<file path="config.mk">
export PLATFORM = sky130hd
export DESIGN_NAME = demux_lane_deserializer
export DESIGN_NICKNAME = d
export VERILOG_FILES = /design/src/rtl/demux_deser_pkg.sv /design/src/rtl/deser_rr_arbiter.sv /design/src/rtl/demux_lane_deserializer.sv
export SDC_FILE = /design/constraint.sdc
export NUM_CORES = 1
export LEC_CHECK = 0
export ABC_CLOCK_PERIOD_IN_PS = 7750
export BUFFER_PORTS_ARGS = -buffer_cell sky130_fd_sc_hd__buf_4
export CAP_MARGIN = 20
export CORE_MARGIN = 1.5
export CORE_UTILIZATION = 57
export DETAILED_ROUTE_END_ITERATION = 8
export GPL_TIMING_DRIVEN = 0
export PLACE_DENSITY = 0.73
export SLEW_MARGIN = 20
export SYNTH_ARGS = -nofsm -noshare
export SYNTH_HDL_FRONTEND = slang
export SYNTH_HIERARCHICAL = 1
export SYNTH_SLANG_ARGS = --single-unit
export TNS_END_PERCENT = 100
</file>
<file path="constraint.sdc">
create_clock -name clk -period 7.75 [get_ports clk]
set_input_delay 1.1625 -clock clk [delete_from_list [all_inputs] [get_ports clk]]
set_output_delay 1.1625 -clock clk [all_outputs]
set_load 0.02 [all_outputs]
</file>
<file path="src/rtl/demux_deser_pkg.sv">
// Shared lane constants and the lane index type for the demux deserializer.
// Pure declarations: no latency or flow control of its own.
// Imported by the deserializer top and its round-robin arbiter.
package demux_deser_pkg;
    localparam int LANES  = 4;
    localparam int LANE_W = 2;

    typedef logic [LANE_W-1:0] lane_t;
endpackage

</file>
<file path="src/rtl/deser_rr_arbiter.sv">
// Four-request round-robin picker that freezes its grant while the consumer stalls.
// Combinational grant/valid from registered requests; lock state updates each edge.
// While valid && !ready the presented grant is held until the handshake or a flush.
module deser_rr_arbiter
    import demux_deser_pkg::*;
(
    input  logic             clk,
    input  logic             rst_n,
    input  logic             flush,
    input  logic [LANES-1:0] req,
    input  lane_t            ptr,
    input  logic             ready,
    output lane_t            grant,
    output logic             valid
);
    logic  lock_vld;
    lane_t lock_lane;
    lane_t last_lane;
    lane_t scan_lane;
    lane_t idx;

    // Walk from the farthest offset down so the lane nearest ptr wins.
    always_comb begin
        scan_lane = ptr;
        idx       = '0;
        for (int k = LANES - 1; k >= 0; k--) begin
            idx = ptr + lane_t'(k);
            if (req[idx]) scan_lane = idx;
        end
    end

    assign valid = |req;

    always_comb begin
        grant = last_lane;
        if (valid) grant = lock_vld ? lock_lane : scan_lane;
    end

    always_ff @(posedge clk or negedge rst_n) begin
        if (!rst_n) begin
            lock_vld  <= 1'b0;
            lock_lane <= '0;
            last_lane <= '0;
        end else begin
            if (valid) last_lane <= grant;
            if (flush) begin
                lock_vld <= 1'b0;
            end else if (valid && !ready) begin
                lock_vld  <= 1'b1;
                lock_lane <= grant;
            end else begin
                lock_vld <= 1'b0;
            end
        end
    end
endmodule

</file>
<file path="src/rtl/demux_lane_deserializer.sv">
// Rebuilds per-lane MSB-first words from demuxed bits; one held word per lane, round-robin out.
// Latency: last bit sampled at edge N is presented in the cycle after edge N.
// Backpressure: a stalled word stays put; a lane completing onto a full hold drops and sets ovf.
// Optional per-lane drop counters are built when DESER_OVF_COUNT_EN is defined.
module demux_lane_deserializer
    import demux_deser_pkg::*;
#(
    parameter int WIDTH = 8
) (
    input  logic             clk,
    input  logic             rst_n,
    input  logic             bit_valid,
    input  lane_t            sel,
    input  logic [LANES-1:0] lane_in,
    input  logic             flush,
    output logic             out_valid,
    input  logic             out_ready,
    output lane_t            out_lane,
    output logic [WIDTH-1:0] out_data,
    output logic [LANES-1:0] ovf,
    input  logic [LANES-1:0] ovf_clr
`ifdef DESER_OVF_COUNT_EN
    ,
    output logic [8*LANES-1:0] ovf_count
`endif
);
    localparam int CNT_W = $clog2(WIDTH);

    lane_t            rr_ptr;
    lane_t            grant;
    logic             xfer;
    logic [WIDTH-1:0] hold [LANES];
    logic [LANES-1:0] hold_full;
    logic [LANES-1:0] ovf_set;

    assign xfer = out_valid && out_ready;

    for (genvar i = 0; i < LANES; i++) begin : g_lane
        logic [WIDTH-2:0] sreg;
        logic [CNT_W-1:0] cnt;
        logic [WIDTH-1:0] word;
        logic [WIDTH-1:0] hold_q;
        logic             full_q;
        logic             ovf_q;
        logic             smp;
        logic             last;
        logic             drain;

        assign smp   = bit_valid && (sel == lane_t'(i)) && !flush;
        assign last  = smp && (cnt == CNT_W'(WIDTH - 1));
        assign drain = xfer && (grant == lane_t'(i));
        assign word  = {sreg, lane_in[i]};
        assign ovf_set[i] = last && full_q && !drain;

        always_ff @(posedge clk or negedge rst_n) begin
            if (!rst_n) begin
                sreg   <= '0;
                cnt    <= '0;
                hold_q <= '0;
                full_q <= 1'b0;
                ovf_q  <= 1'b0;
            end else begin
                if (flush) begin
                    sreg   <= '0;
                    cnt    <= '0;
                    full_q <= 1'b0;
                end else begin
                    if (smp) begin
                        sreg <= word[WIDTH-2:0];
                        cnt  <= last ? '0 : cnt + CNT_W'(1);
                    end
                    // A drain in the same cycle frees the slot for the new word.
                    if (last && (!full_q || drain)) begin
                        hold_q <= word;
                        full_q <= 1'b1;
                    end else if (drain) begin
                        full_q <= 1'b0;
                    end
                end
                ovf_q <= ovf_set[i] | (ovf_q & ~ovf_clr[i]);
            end
        end

        assign hold[i]      = hold_q;
        assign hold_full[i] = full_q;
        assign ovf[i]       = ovf_q;

`ifdef DESER_OVF_COUNT_EN
        logic [7:0] oc_q;

        always_ff @(posedge clk or negedge rst_n) begin
            if (!rst_n) begin
                oc_q <= '0;
            end else if (ovf_set[i]) begin
                oc_q <= ovf_clr[i] ? 8'd1 : ((oc_q == 8'hFF) ? oc_q : oc_q + 8'd1);
            end else if (ovf_clr[i]) begin
                oc_q <= '0;
            end
        end

        assign ovf_count[8*i +: 8] = oc_q;
`endif
    end

    deser_rr_arbiter u_arb (
        .clk   (clk),
        .rst_n (rst_n),
        .flush (flush),
        .req   (hold_full),
        .ptr   (rr_ptr),
        .ready (out_ready),
        .grant (grant),
        .valid (out_valid)
    );

    always_ff @(posedge clk or negedge rst_n) begin
        if (!rst_n) begin
            rr_ptr <= '0;
        end else if (xfer) begin
            rr_ptr <= grant + lane_t'(1);
        end
    end

    assign out_lane = grant;
    assign out_data = hold[grant];
endmodule

</file>
==> flow_metrics.env, run 1 <==
export IMPL_rsz0062_at_grt="no"
export IMPL_drt_iter0_drc=121
export IMPL_drc=0
export IMPL_grt_pass1_wl_um=12900
export IMPL_cts_sink_count=87
export IMPL_core_rowCount=29
export IMPL_syn2layout_area_growth_pct=13.61
export IMPL_timing_fmax_ghz=0.2344
export IMPL_timing_final_crit_share=0.5506
export IMPL_postRouteAntennaNets=0
export IMPL_startpoint_type="flop"
export IMPL_finalClockSkew_ps=9.391
export IMPL_post_cts_buffers=0
export IMPL_antenna_found_initial=0
export IMPL_critPathRequiredTime_ps=6590
export IMPL_clock_latency_ps=360
export IMPL_cts_resized=0
export IMPL_synth_seq_cells=87
export IMPL_numCtsBuffers=9
export IMPL_end_kind="primary output"
export IMPL_clock_root_buffer="clkbuf_8"
export IMPL_cp_slowest_stage_delay_ps=600
export IMPL_max_cap_viol_count=0
export IMPL_vias=2381
export IMPL_p_comb_frac=0.038
export IMPL_grt_max_degree=88
export IMPL_fin_ws_ps=3483
export IMPL_slew_headroom=0.3009
export IMPL_total_leakage_power_nw=2.153
export IMPL_syn_avg_cell_area_sq_um=14.02
export IMPL_async_flop_share=1.000
export IMPL_drive_gt1_frac=0.3271
export IMPL_synthMostInstantiatedCell="dfrtp_1"
export IMPL_min_path_type="flop to flop"
export IMPL_hold_viol=0
export IMPL_arrival_ps=3100
export IMPL_path_buf_inv=2
export IMPL_h_tree_depth=3
export IMPL_drv_slew=0
export IMPL_fin_setup_tns_ps=0
export IMPL_synth_area_leaders="dfrtp_1 (56%), mux2_2 (10%), a22o_1 (7.9%)"
export IMPL_viasPerCell=5.982
export IMPL_cp_cell_sequence="nor2b_2 -> a2111oi_4 -> nor4_1 -> nor3_1 -> clkbuf_1 -> mux4_2 -> buf_4"
export IMPL_synth_cell_types=41
export IMPL_cts_tree="built"
export IMPL_ios=30
export IMPL_ir_drop_v=0.0001207
export IMPL_wire_per_inst_um=18.60
export IMPL_track_usage=0.2319
export IMPL_wl_um=7404
export IMPL_switchingPower_w=0.0001941
export IMPL_dieArea_sq_um=7345
export IMPL_pwr_share_clk=0.421
export IMPL_finalSetupViolCount=0
export IMPL_dp_slack_ps=3838
export IMPL_p_per_area_nw_per_um2=191.0
export IMPL_fin_area_sq_um=4429
export IMPL_final_util=0.6820
export IMPL_dp_hpwl_um=5121
export IMPL_first_global_vias=2559
export IMPL_switching_share=0.2294
export IMPL_holdWs_ps=508.2
export IMPL_netlist_instances=278
export IMPL_dr_pass1_iters=4
export IMPL_ys_seq_area_frac=0.5584
export IMPL_place_area_sq_um=4198
export IMPL_grt_overflow=0
export IMPL_syn_area_sq_um=3899
export IMPL_tightest_slew_ps=1044
export IMPL_cp_top_family="buffers and inverters"
export IMPL_fin_nets=343
export IMPL_yosys_warnings=6
export IMPL_synthDominantCellAreaShare=0.5584
export IMPL_synth_top_area_cell="dfrtp_1"
export IMPL_port_buffers=27
export IMPL_synth_fp_nets=305
export IMPL_core_sq_um=6495
export IMPL_cts_clk_slew_worst_paths_ps=90
export IMPL_run_status="finished clean"
export IMPL_diodes=0
export IMPL_clk_path_buf_depth=2
export IMPL_synthTopCellsByCount="dfrtp_1 (87), a22o_1 (35), mux2_2 (35)"
export IMPL_fp_dieW_um=85.71
export IMPL_worst_path_max_delay_cell="dfrtp_1"
export IMPL_worstPathMaxFanout=9
export IMPL_holdBufCountCts=0
export IMPL_synth_edf_count=0
export IMPL_intPower_w=0.0006521
export IMPL_path_class="flop to primary output"
export IMPL_synth_flop_cell="dfrtp_1"
export IMPL_gp_congestion=0.7897
export IMPL_die_y_um=85.71
export IMPL_start_util=0.6003
export IMPL_p_seq_frac=0.541
export IMPL_fin_crit_ps=4267
-- placed cells by master, fill, tap and decap left out, types with 5 or more instances in the layout --
cell type / n
o21ai_0: 6
clkbuf_1: 5
a22o_1: 35
clkbuf_8: 9
nand2_1: 11
dfrtp_1: 87
mux2_2: 35
buf_4: 31
ha_1: 12
mux4_2: 8
inv_1: 13
-- power groups by stage --
stage                     Combinational (W)  Clock, W  Sequential (W)
after floorplan                   0.0000131         0        0.000467
after global placement            0.0000317         0        0.000467
after detailed placement          0.0000321         0        0.000467
after CTS                         0.0000324  0.000362        0.000458
after global routing              0.0000364  0.000382        0.000459
final                             0.0000318  0.000356        0.000458
-- path summary, 6_finish.rpt --
kind / startpoint / to / slack [ps] / cells past startpoint
max: g_lane[3].full_q / out_data[2] / 3480 / 7
min: g_lane[1].sreg[6] / g_lane[1].sreg[6] / 510 / 1
max reg2reg: g_lane[3].full_q / g_lane[0].hold_q[0] / 4320 / 11
min reg2reg: g_lane[1].sreg[6] / g_lane[1].sreg[6] / 510 / 1
max in group asynchronous: rst_n / g_lane[1].cnt[0] / 6390 / 1
min in group asynchronous: rst_n / u_arb/lock_lane[0] / 850 / 1
-- layout make-up --
type,count,area [sq um]
inverter,14,52.55
sequential,87,2177
multi-input combinational,163,1593
fill,467,2066
timing repair buffer,27,206.4
clock buffer,9,123.9
buffer,14,76.32
clock inverter,7,103.9
tap,77,96.34
-- routing by layer --
layer  GRT usage  vias to the layer above  wire [um]
met3     0.04716                        8        276
met2      0.3522                       37       3429
met1      0.3399                     1219       3589
met5           0                        -          0
li1            -                     1117          -
met4     0.07478                        0        110
-- cell families after synthesis --
| group | after synthesis | synth area share |
|---|---|---|
| DFF | 87 | 0.5584 |
| buffers and inverters | 28 | 0.03306 |
| and+or+nand+nor | 42 | 0.07317 |
| AOI/OAI and AO/OA | 64 | 0.1438 |
| adders and majority gates | 12 | 0.03851 |
| muxes | 45 | 0.1531 |
-- through the flow --
stage,std cells,total power [W]
floorplan,278,0.0004798
detailed placement,382,0.0004992
CTS,398,0.0008527
global route,398,0.0008768
global placement,382,0.0004987
finish,398,0.0008462
-- sequential cells by signal (all words and copies together) (netlist names) --
name             count
u_arb/last_lane      2
rr_ptr               2
u_arb/lock_lane      2
g_lane.full_q        4
g_lane.hold_q       32
g_lane.ovf_q         4
g_lane.cnt          12
u_arb/lock_vld       1
g_lane.sreg         28
No activity file was read; power rests on OpenSTA's default activity.
==> run 2: changes to the inputs <==
--- a/config.mk
+++ b/config.mk
@@ -5,14 +5,15 @@
 export SDC_FILE = /design/constraint.sdc
 export NUM_CORES = 1
 export LEC_CHECK = 0
-export ABC_CLOCK_PERIOD_IN_PS = 7750
+export ABC_AREA = 1
+export ABC_CLOCK_PERIOD_IN_PS = 3700
 export BUFFER_PORTS_ARGS = -buffer_cell sky130_fd_sc_hd__buf_4
 export CAP_MARGIN = 20
 export CORE_MARGIN = 1.5
-export CORE_UTILIZATION = 57
+export CORE_UTILIZATION = 54
 export DETAILED_ROUTE_END_ITERATION = 8
 export GPL_TIMING_DRIVEN = 0
-export PLACE_DENSITY = 0.73
+export PLACE_DENSITY = 0.72
 export SLEW_MARGIN = 20
 export SYNTH_ARGS = -nofsm -noshare
 export SYNTH_HDL_FRONTEND = slang
==> constraint.sdc (replaced) <==
create_clock -name clk -period 3.7 [get_ports clk]
set_input_delay 0.555 -clock clk [delete_from_list [all_inputs] [get_ports clk]]
set_output_delay 0.555 -clock clk [all_outputs]
set_load 0.02 [all_outputs]
==> flow_metrics.env, run 2 <==
export IMPL_dr_pass1_iters=4
export IMPL_clock_root_buffer="clkbuf_8"
export IMPL_tightest_slew_ps=768.1
export IMPL_total_leakage_power_nw=2.525
export IMPL_ir_drop_v=0.0001838
export IMPL_syn_area_sq_um=4290
export IMPL_fin_crit_ps=3404
export IMPL_timing_final_crit_share=0.9199
export IMPL_run_status="finished clean"
export IMPL_grt_max_degree=88
export IMPL_final_cell_mix="nand2_1 (136), dfrtp_1 (87), inv_1 (56)"
export IMPL_cp_top_family="buffers and inverters"
export IMPL_slew_headroom=0.4879
export IMPL_worstPathMaxFanout=11
export IMPL_holdBufCountCts=0
export IMPL_drt_iter0_drc=217
export IMPL_arrival_ps=2850
export IMPL_dp_hpwl_um=6682
export IMPL_synthDominantCellAreaShare=0.5074
export IMPL_clock_latency_ps=370
export IMPL_cts_tree="built"
export IMPL_reg_top3="g_lane.hold_q x32, g_lane.sreg x28, g_lane.cnt x12"
export IMPL_end_kind="primary output"
export IMPL_grt_pass1_wl_um=15830
export IMPL_syn2layout_area_growth_pct=12.98
export IMPL_startpoint_type="flop"
export IMPL_viasPerCell=5.308
export IMPL_vias=3408
export IMPL_multi_input_area_sq_um=1744
export IMPL_fin_nets=562
export IMPL_timing_fmax_ghz=0.2938
export IMPL_cts_sink_count=87
export IMPL_synth_flop_cell="dfrtp_1"
export IMPL_wl_um=9134
export IMPL_worst_path_max_delay_cell="dfrtp_1"
export IMPL_first_global_vias=3328
export IMPL_cts_clk_slew_worst_paths_ps=90
export IMPL_critPathRequiredTime_ps=3140
export IMPL_largest_reg_flops=32
export IMPL_drc=0
export IMPL_fin_setup_tns_ps=0
export IMPL_finalClockSkew_ps=11.90
export IMPL_synthTopCellsByCount="nand2_1 (136), dfrtp_1 (87), inv_1 (56)"
export IMPL_core_rowCount=32
export IMPL_yosys_warnings=6
export IMPL_area_sequential_sq_um=2177
export IMPL_port_buffers=28
export IMPL_drv_slew=0
export IMPL_postRouteAntennaNets=0
export IMPL_synth_area_leaders="dfrtp_1 (51%), nand2_1 (12%), nand3_1 (5.6%)"
export IMPL_drive_gt1_frac=0.1556
export IMPL_ios=30
export IMPL_die_y_um=92.14
export IMPL_mostFrequentLayoutCell="nand2_1"
export IMPL_wire_per_inst_um=14.23
export IMPL_netlist_instances=496
export IMPL_dieArea_sq_um=8489
export IMPL_cp_slowest_stage_delay_ps=390
export IMPL_synth_fp_nets=523
export IMPL_fp_dieW_um=92.14
export IMPL_h_tree_depth=3
export IMPL_synth_seq_cells=87
export IMPL_diodes=0
export IMPL_p_per_area_nw_per_um2=356.5
export IMPL_finalSetupViolCount=0
export IMPL_max_cap_viol_count=0
export IMPL_path_common_cell="nand2_1"
export IMPL_num_fill_cells=644
export IMPL_synth_cell_types=30
export IMPL_rsz0062_at_grt="no"
export IMPL_top_register="g_lane.hold_q"
export IMPL_min_path_type="input pin to asynchronous set/reset pin"
export IMPL_async_flop_share=1.000
export IMPL_hold_viol=0
export IMPL_start_util=0.5552
export IMPL_clk_path_buf_depth=2
export IMPL_synth_edf_count=0
export IMPL_numCtsBuffers=9
export IMPL_syn_avg_cell_area_sq_um=8.650
export IMPL_path_buf_inv=7
export IMPL_grt_overflow=0
export IMPL_synthMostInstantiatedCell="nand2_1"
export IMPL_synth_top_area_cell="dfrtp_1"
export IMPL_path_class="flop to primary output"
export IMPL_cp_cell_sequence="buf_6 -> inv_6 -> nand2_1 -> nand2_1 -> nand2_1 -> nand2_1 -> inv_1 -> nand2_2 -> nand2_1 -> nand2_1 -> nand3_2 -> nand2_1 -> nand2_1 -> buf_2 -> inv_1 -> buf_4 -> o21ai_0 -> o22ai_1 -> buf_4"
export IMPL_ys_seq_area_frac=0.5074
export IMPL_holdWs_ps=225.0
export IMPL_track_usage=0.2390
export IMPL_core_sq_um=7727
export IMPL_gp_congestion=0.9009
export IMPL_antenna_found_initial=0
run 2: cell count changes after synthesis, moves of 8 or more:
cell      previous run  this run
a22o_1              35         0
inv_1               13        56
mux2_2              35         1
mux4_2               8         0
nand2_1             11       136
nand3_1              3        48
nand4_1              0        24
nor2_1               4        17
o21ai_0              6        36
o21bai_1             0         8
o22ai_1              4        25
run 2: what timing repair did:
action	4_1_cts	5_1_grt
hold endpoints to repair	0	0
resized for setup	0	5
setup buffers	0	0
endpoints found under the setup margin	0	3
run 2: cell families after synthesis:
kind of cell / after synthesis / share of synthesized area
and+or+nand+nor: 242 / 0.2715
DFF: 87 / 0.5074
buffers and inverters: 82 / 0.08749
AOI/OAI and AO/OA: 72 / 0.09595
adders and majority gates: 12 / 0.03499
muxes: 1 / 0.002624
run 2: metal layers:
layer  part of all wire  GRT usage
met1               0.48     0.3328
met2               0.47     0.3790
met3              0.035    0.03566
met4              0.014    0.08974
met5                  0          0
run 2: final cells by class:
type / count / share of cell area
Multi-Input combinational cell: 327 / 0.3598
Timing Repair Buffer: 28 / 0.04414
Clock inverter: 6 / 0.01394
Clock buffer: 10 / 0.02839
Buffer: 23 / 0.03149
Sequential cell: 87 / 0.4491
Inverter: 59 / 0.04672
Tap cell: 102 / 0.02633
run 2: per-stage QoR:
step                utilization  instances  area (sq um)  power [W]  setup slack [ps]
finish                   0.6273        642          4847   0.001728             296.3
detailed placement       0.5989        626          4628   0.001054             637.3
CTS                      0.6255        642          4833   0.001734             238.1
global placement         0.5989        626          4628   0.001052             674.1
global route             0.6273        642          4847   0.001787             26.01
floorplan                     -        496          4290   0.001009             841.7
run 2: power breakdown:
group / internal (W) / total [W] / switching, W / leakage [nW]
clock: 0.000334 / 0.000694 / 0.000360 / 0.0993
combinational: 0.0000213 / 0.0000749 / 0.0000536 / 1.26
sequential: 0.000956 / 0.000959 / 0.00000316 / 1.16
total: 0.00131 / 0.00173 / 0.000417 / 2.52
run 2: worst paths after layout:
path | start | to | slack [ps] | depth (start not counted)
max | rr_ptr[0] | out_data[5] | 300 | 19
min | rst_n | u_arb/lock_lane[0] | 220 | 1
max reg2reg | rr_ptr[0] | g_lane[2].hold_q[6] | 890 | 22
min reg2reg | g_lane[2].hold_q[7] | g_lane[2].hold_q[7] | 480 | 2
max in group asynchronous | rst_n | g_lane[0].sreg[5] | 2940 | 1
min in group clk | ovf_clr[0] | g_lane[0].ovf_q | 360 | 2
==> run 3: changes to the inputs <==
--- a/config.mk
+++ b/config.mk
@@ -6,14 +6,14 @@
 export NUM_CORES = 1
 export LEC_CHECK = 0
 export ABC_AREA = 1
-export ABC_CLOCK_PERIOD_IN_PS = 3700
+export ABC_CLOCK_PERIOD_IN_PS = 3900
 export BUFFER_PORTS_ARGS = -buffer_cell sky130_fd_sc_hd__buf_4
 export CAP_MARGIN = 20
 export CORE_MARGIN = 1.5
-export CORE_UTILIZATION = 54
+export CORE_UTILIZATION = 57
 export DETAILED_ROUTE_END_ITERATION = 8
 export GPL_TIMING_DRIVEN = 0
-export PLACE_DENSITY = 0.72
+export PLACE_DENSITY = 0.73
 export SLEW_MARGIN = 20
 export SYNTH_ARGS = -nofsm -noshare
 export SYNTH_HDL_FRONTEND = slang
==> constraint.sdc (replaced) <==
create_clock -name clk -period 3.9 [get_ports clk]
set_input_delay 0.585 -clock clk [delete_from_list [all_inputs] [get_ports clk]]
set_output_delay 0.585 -clock clk [all_outputs]
set_load 0.02 [all_outputs]
==> flow_metrics.env, run 3 (same netlist as run 2, synthesis figures left out) <==
export IMPL_run_status="finished clean"
export IMPL_fp_dieW_um=89.76
export IMPL_startpoint_type="flop"
export IMPL_path_common_cell="nand2_1"
export IMPL_fin_crit_ps=3450
export IMPL_p_per_area_nw_per_um2=344.2
export IMPL_dieArea_sq_um=8057
export IMPL_worstPathMaxFanout=11
export IMPL_mostFrequentLayoutCell="nand2_1"
export IMPL_first_global_vias=3426
export IMPL_stdcell_count=639
export IMPL_drv_slew=0
export IMPL_num_fill_cells=621
export IMPL_r2r_start="rr_ptr[0]"
export IMPL_fin_nets=562
export IMPL_top_register="g_lane.hold_q"
export IMPL_port_buffers=28
export IMPL_path_class="flop to primary output"
export IMPL_grt_max_degree=88
export IMPL_cts_tree="built"
export IMPL_timing_final_crit_share=0.8845
export IMPL_end_kind="primary output"
export IMPL_largest_reg_flops=32
export IMPL_holdWs_ps=257.8
export IMPL_cp_slowest_stage_delay_ps=390
export IMPL_numCtsBuffers=9
export IMPL_ios=30
export IMPL_syn2layout_area_growth_pct=12.86
export IMPL_cp_cell_sequence="buf_6 -> inv_6 -> nand2_1 -> nand2_1 -> nand2_1 -> nand2_1 -> inv_1 -> nand2_2 -> nand2_1 -> nand2_1 -> nand3_2 -> nand2_1 -> nand2_1 -> buf_2 -> inv_1 -> buf_2 -> nor2_1 -> o22ai_1 -> buf_4"
export IMPL_timing_fmax_ghz=0.2899
export IMPL_core_sq_um=7253
export IMPL_grt_overflow=0
export IMPL_track_usage=0.2518
export IMPL_drive_gt1_frac=0.1481
export IMPL_dr_pass1_iters=5
export IMPL_dp_cells=623
export IMPL_viasPerCell=5.335
export IMPL_cts_clk_slew_worst_paths_ps=90
export IMPL_start_util=0.5915
export IMPL_rsz0062_at_grt="no"
export IMPL_antenna_found_initial=0
export IMPL_grt_pass1_wl_um=16190
export IMPL_min_path_type="input pin to asynchronous set/reset pin"
export IMPL_place_area_sq_um=4624
export IMPL_post_cts_buffers=0
export IMPL_vias=3409
export IMPL_clock_latency_ps=360
export IMPL_area_sequential_sq_um=2177
export IMPL_fin_area_sq_um=4842
export IMPL_reg_top3="g_lane.hold_q x32, g_lane.sreg x28, g_lane.cnt x12"
export IMPL_cp_startpoint="rr_ptr[0]"
export IMPL_arrival_ps=2860
export IMPL_postRouteAntennaNets=0
export IMPL_dp_hpwl_um=6627
export IMPL_fin_setup_tns_ps=0
export IMPL_slew_headroom=0.4803
export IMPL_finalSetupViolCount=0
export IMPL_critPathRequiredTime_ps=3310
export IMPL_cts_resized=0
export IMPL_final_cell_mix="nand2_1 (136), dfrtp_1 (87), inv_1 (56)"
export IMPL_diodes=0
export IMPL_h_tree_depth=3
export IMPL_wire_per_inst_um=14.36
export IMPL_path_buf_inv=7
export IMPL_multi_input_area_sq_um=1738
export IMPL_holdBufCountCts=0
export IMPL_finalClockSkew_ps=6.125
export IMPL_ir_drop_v=0.0001811
export IMPL_die_y_um=89.76
export IMPL_core_rowCount=31
export IMPL_clk_path_buf_depth=2
export IMPL_wl_um=9175
export IMPL_drc=0
export IMPL_hold_viol=0
export IMPL_cts_sink_count=87
export IMPL_worst_path_max_delay_cell="dfrtp_1"
export IMPL_tightest_slew_ps=779.6
export IMPL_max_cap_viol_count=0
export IMPL_drt_iter0_drc=214
export IMPL_cp_top_family="buffers and inverters"
export IMPL_gp_congestion=0.9331
export IMPL_clock_root_buffer="clkbuf_8"
export IMPL_final_util=0.6676
export IMPL_total_leakage_power_nw=2.514
==> run 3: metal layers <==
metal / wire (um) / share of wire / up-vias / global-route usage
met1: 4303 / 0.47 / 1599 / 0.3537
met2: 4286 / 0.47 / 71 / 0.3989
met3: 399 / 0.043 / 14 / 0.04399
li1: - / - / 1725 / -
met4: 186 / 0.020 / 0 / 0.08466
met5: 0 / 0 / - / 0
==> run 3: report_power, final <==
part | total [W] | internal, W | switching, W | leakage, nW
Sequential | 0.000910 | 0.000907 | 0.00000303 | 1.16
Clock | 0.000686 | 0.000361 | 0.000325 | 0.0958
Combinational | 0.0000709 | 0.0000203 | 0.0000506 | 1.25
==> run 3: stage by stage <==
stage	worst slack [ps]	power, W
2_1_floorplan	1012	0.0009574
3_3_place_gp	874.5	0.0009977
3_5_place_dp	867.1	0.0009999
4_1_cts	454.3	0.001676
5_1_grt	172.9	0.001729
6_report	450.3	0.001667
==> run 3: final timing paths <==
kind | to | slack [ps] | depth (start not counted)
worst max register to register | g_lane[2].hold_q[2] | 1050 | 22
worst min register to register | g_lane[1].hold_q[6] | 480 | 2
min in group clk | g_lane[0].ovf_q | 400 | 2
worst max-delay path | out_data[0] | 450 | 19
max in group asynchronous | g_lane[2].hold_q[5] | 3100 | 1
worst min-delay path | g_lane[1].cnt[0] | 260 | 1
==> run 3: worst register-to-register path, cell delays in order (launching register included) <==
cell     delay, ps
dfrtp_1        390
buf_6          150
inv_6           70
nand2_1         50
nand2_1        100
nand2_1         80
nand2_1         70
inv_1           40
nand2_2         60
nand2_1         40
nand2_1         60
nand3_2         70
nand2_1         80
nand2_1        120
buf_2          190
inv_1          170
buf_2          260
ha_1           180
nand3_1         70
nand2_1        110
buf_2          220
nand4_1        140
nand2_1        100
==> run 3: cell type report <==
| class | count | share of cell area |
|---|---|---|
| Inverter | 59 | 0.04677 |
| Buffer | 23 | 0.03075 |
| Tap cell | 99 | 0.02558 |
| Timing Repair Buffer | 28 | 0.04419 |
| Sequential cell | 87 | 0.4496 |
| Clock inverter | 5 | 0.01705 |
| Multi-Input combinational cell | 327 | 0.3589 |
| Clock buffer | 11 | 0.02713 |
